## src/rtl/controlador_serie_paralelo.sv

```systemverilog
// Serial-to-parallel receiver: start bit, 4 data bits (MSB first), optional even
// parity bit, stop bit. Bits are sampled only on tick cycles. The received word is
// presented on q with a valid/ready handshake; error and overrun flags are
// one-cycle registered pulses.
// Optional feature: define PARITY_CHECK_EN to insert and check a parity bit.
module controlador_serie_paralelo (
  input  logic       clk,
  input  logic       clear,
  input  logic       tick,
  input  logic       d,
  input  logic       ready,
  output logic [3:0] q,
  output logic       valid,
  output logic       busy,
  output logic       frame_err,
  output logic       parity_err,
  output logic       overrun
);

  typedef enum logic [1:0] {
    StIdle,
    StData,
    StParity,
    StStop
  } state_e;

  state_e     state_q, state_d;
  logic [1:0] cnt_q, cnt_d;
  logic [3:0] sr_q, sr_d;
  logic [3:0] q_q, q_d;
  logic       valid_q, valid_d;
  logic       busy_q, busy_d;
  logic       frame_err_q, frame_err_d;
  logic       overrun_q, overrun_d;
  logic       complete;

`ifdef PARITY_CHECK_EN
  logic       par_ok_q, par_ok_d;
  logic       parity_err_q, parity_err_d;
`endif

  // Next-state, datapath and output-flag computation.
  always_comb begin
    state_d     = state_q;
    cnt_d       = cnt_q;
    sr_d        = sr_q;
    q_d         = q_q;
    valid_d     = valid_q;
    frame_err_d = 1'b0;
    overrun_d   = 1'b0;
    complete    = 1'b0;
`ifdef PARITY_CHECK_EN
    par_ok_d     = par_ok_q;
    parity_err_d = 1'b0;
`endif

    // Consumer handshake; a word completing this cycle may re-set valid below.
    if (valid_q && ready) begin
      valid_d = 1'b0;
    end

    if (tick) begin
      unique case (state_q)
        StIdle: begin
          if (!d) begin
            state_d = StData;
            cnt_d   = 2'd0;
          end
        end
        StData: begin
          sr_d  = {sr_q[2:0], d};
          cnt_d = cnt_q + 2'd1;
          if (cnt_q == 2'd3) begin
`ifdef PARITY_CHECK_EN
            state_d = StParity;
`else
            state_d = StStop;
`endif
          end
        end
`ifdef PARITY_CHECK_EN
        StParity: begin
          // Even parity over the four data bits plus the parity bit.
          par_ok_d = ~((^sr_q) ^ d);
          state_d  = StStop;
        end
`endif
        StStop: begin
          state_d = StIdle;
          if (!d) begin
            // A bad stop bit masks any parity mismatch.
            frame_err_d = 1'b1;
`ifdef PARITY_CHECK_EN
          end else if (!par_ok_q) begin
            parity_err_d = 1'b1;
`endif
          end else begin
            complete = 1'b1;
          end
        end
        default: begin
          state_d = StIdle;
        end
      endcase
    end

    // Deliver the word, or drop it when the previous one is still held.
    if (complete) begin
      if (!valid_q || ready) begin
        q_d     = sr_q;
        valid_d = 1'b1;
      end else begin
        overrun_d = 1'b1;
      end
    end

    busy_d = (state_d != StIdle);
  end

  // State and registered outputs, with synchronous clear taking priority.
  always_ff @(posedge clk) begin
    if (clear) begin
      state_q     <= StIdle;
      cnt_q       <= 2'd0;
      sr_q        <= 4'b0000;
      q_q         <= 4'b0000;
      valid_q     <= 1'b0;
      busy_q      <= 1'b0;
      frame_err_q <= 1'b0;
      overrun_q   <= 1'b0;
`ifdef PARITY_CHECK_EN
      par_ok_q     <= 1'b1;
      parity_err_q <= 1'b0;
`endif
    end else begin
      state_q     <= state_d;
      cnt_q       <= cnt_d;
      sr_q        <= sr_d;
      q_q         <= q_d;
      valid_q     <= valid_d;
      busy_q      <= busy_d;
      frame_err_q <= frame_err_d;
      overrun_q   <= overrun_d;
`ifdef PARITY_CHECK_EN
      par_ok_q     <= par_ok_d;
      parity_err_q <= parity_err_d;
`endif
    end
  end

  assign q         = q_q;
  assign valid     = valid_q;
  assign busy      = busy_q;
  assign frame_err = frame_err_q;
  assign overrun   = overrun_q;
`ifdef PARITY_CHECK_EN
  assign parity_err = parity_err_q;
`else
  assign parity_err = 1'b0;
`endif

endmodule

```

## config.mk

```make
export PLATFORM = sky130hd
export DESIGN_NAME = controlador_serie_paralelo
export DESIGN_NICKNAME = d
export VERILOG_FILES = /design/src/rtl/controlador_serie_paralelo.sv
export SDC_FILE = /design/constraint.sdc
export NUM_CORES = 1
export LEC_CHECK = 0
export CORE_MARGIN = 8
export CORE_UTILIZATION = 25
export DETAILED_ROUTE_END_ITERATION = 12
export PLACE_DENSITY = 0.45
export SYNTH_ARGS = -nofsm -noshare
export SYNTH_HDL_FRONTEND = slang
export SYNTH_SLANG_ARGS = --single-unit
```

## constraint.sdc

```tcl
create_clock -name clk -period 1.59 [get_ports clk]
set_input_delay 0.2385 -clock clk [delete_from_list [all_inputs] [get_ports clk]]
set_output_delay 0.2385 -clock clk [all_outputs]
set_load 0.05 [all_outputs]
```

==> results.tsv <==
metric	value	unit
outcome	completed	
nFillCells	262	
place.gp.congestion	0.672	
grt_pass1_vias	510	
grt-ovfl-total	0	
intPower	576	uW
cap_violations	0	
postRouteAntennaNets	0	
clkLatencyLatePin	0.29	ns
wirelength	1260	um
antenna_found_initial	0	
n_antenna_cell	0	
syn_area	667	sq um
grt.total_usage	0.0629	
ys_seq_area_frac	0.480	
cp.arrival	1.39	ns
io_buffers	12	
cts_tree	yes	
final_area	847	sq um
setup_viol	0	
rsz0062_at_grt	false	
core_area	2500	sq um
seqCellArea	320	sq um
startpoint_type	input port	
crit_slowest_cell	clkdlybuf4s50_1	
crit_type	in -> reg	
switching_share	0.232	
cp-end-kind	flip-flop	
hold_violations	0	
layout_min_cycle_time	1.17	ns
initial_core_util	0.267	
first_pass_iters	2	
min_path_type	reg -> reg	
cts.clk_slew.worst_paths	0.09	ns
fin_nets	95	
place_area	811	sq um
syn_area_per_cell	9.26	sq um
synth-seq-cells	16	
grt_pass1_wl	2260	um
wire_per_inst	10.7	um
num_vias	503	
post_cts_buffers	0	
cts.sinks	16	
post-route-period-util	0.733	
fp.dieW	67.7	um
p_clk_frac	0.363	
multiInputGateArea	315	sq um
die_area	4580	sq um
io_pins	14	
p_per_area	886	nW/um^2
rows	18	
cts-root-buf	clkbuf_4	
ys_types	24	
cp_slowest_stage_delay	0.55	ns
p_switching	174	uW
max_clock_freq	858	MHz
dieHeight	67.7	um
cts_buffers	3	
cp_max_fo	5	
cts_hold_buf	0	
layout-drive-gt1-share	0.227	
yosysWarnings	0	
htreeDepth	1	
fin_util	0.339	
dp_hpwl	939	um
skew	0.00763	ns
drc	0	
syn_nets	78	
viasPerCell	4.26	
leakagePower	0.323	nW
drv_slew	0	
power_frac_comb	0.088	
setup_tns	0	ns
drt_iter0_drc	11	
syn_inst	72	
crit_chain	clkdlybuf4s50_1, nand4_2, nor2b_1, buf_4, mux2i_1	
post_cts_resized	0	
ir_drop	0.487	mV
critPathRequiredTime	1.81	ns
seq_power_share	0.549	
clock_path_buffers	2	
area_delta_synth_final	27.0	%
grt_max_degree	16	
[worst max-delay path: cells and delay by family]
family / cells / cell delay (ns)
AND/OR/NAND/NOR: 2 / 0.28
multiplexers: 1 / 0.17
buffers and inverters: 2 / 0.70
[metal layers]
metal	track usage	vias up	wire length, um
li1	-	268	-
met1	0.0711	222	592
met2	0.0923	13	527
met3	0.0464	0	137
met4	0.0157	0	0
met5	0	-	0
[final timing paths]
check                  start       to  slack [ns]  cells after the start
setup / recovery        tick     q[1]        0.42                      5
hold / removal       sr_q[3]  sr_q[3]        0.47                      2
setup reg to reg  state_q[1]     q[1]        0.44                      4
hold reg to reg      sr_q[3]  sr_q[3]        0.47                      2
[state kept, by name, indices dropped and copies added, names as in the netlist]
register / count
busy: 1
cnt_q: 2
frame_err: 1
overrun: 1
q: 4
sr_q: 4
state_q: 2
valid: 1
[power groups by stage]
stage	clock (mW)	sequential (mW)	combinational, mW
after global routing	0.296	0.414	0.0723
after global placement	0	0.422	0.0658
after floorplan	0	0.427	0.0359
final	0.272	0.412	0.0657
after CTS	0.284	0.412	0.0664
after detailed placement	0	0.422	0.0663
[cells in the final DEF (no fill, tap or decap)]
cell	n
nand3b_1	1
nor2_2	1
ha_1	1
nor3_1	2
dfxtp_1	16
nand2b_1	10
clkbuf_4	3
and3b_1	1
nand3_1	1
o21a_1	1
buf_4	13
a211oi_2	1
clkbuf_8	1
conb_1	1
a21oi_1	9
o21ai_1	1
and2b_1	1
mux2i_1	4
nor2b_1	2
o21bai_1	1
nand4_2	1
clkdlybuf4s50_1	4
nor2_1	1
nand2_1	10
or2b_1	1
[area by class of cell]
class,instances,area share
Clock buffer,4,0.0428
Multi-Input combinational cell,51,0.372
Sequential cell,16,0.378
Tap cell,30,0.0443
Timing Repair Buffer,17,0.162
[synthesized netlist by cell type]
master | count | area share
nor3_1 | 2 | 0.015
and2b_1 | 1 | 0.011
buf_2 | 1 | 0.0075
o21ai_1 | 1 | 0.0075
conb_1 | 1 | 0.0056
mux2i_1 | 4 | 0.060
and3b_1 | 1 | 0.013
nor2_1 | 1 | 0.0056
nor2_2 | 1 | 0.0094
o21bai_1 | 1 | 0.011
or2b_1 | 1 | 0.011
nand2_1 | 10 | 0.056
nand3_1 | 1 | 0.0075
nand2b_1 | 10 | 0.094
clkbuf_1 | 1 | 0.0056
o21a_1 | 1 | 0.011
nand3b_1 | 1 | 0.011
nand4_2 | 1 | 0.019
nor2b_1 | 2 | 0.019
ha_1 | 1 | 0.019
buf_4 | 3 | 0.034
a21oi_1 | 9 | 0.068
a211oi_2 | 1 | 0.019
dfxtp_1 | 16 | 0.48
[logic make-up (layout without fill, tap and decap cells)]
family          Yosys count  after routing  synth area share
buf+inv                   5             21            0.0469
other cells               1              1           0.00562
compound gates           13             13             0.116
simple gates             32             32             0.272
mux                       4              4            0.0600
flops                    16             16             0.480
fa+ha+maj                 1              1            0.0188
[metrics by stage]
| step | instances | hold WS (ns) | power, mW | worst slack (ns) |
|---|---|---|---|---|
| 6_report | 118 | 0.466 | 0.750 | 0.424 |
| 5_1_grt | 118 | 0.490 | 0.782 | 0.297 |
| 4_1_cts | 118 | 0.470 | 0.763 | 0.414 |
| 3_5_place_dp | 114 | 0.456 | 0.488 | 0.102 |
| 3_3_place_gp | 114 | 0.451 | 0.487 | 0.115 |
| 2_1_floorplan | 72 | 0.316 | 0.462 | 0.330 |
Power figures use the tool's default switching activity.
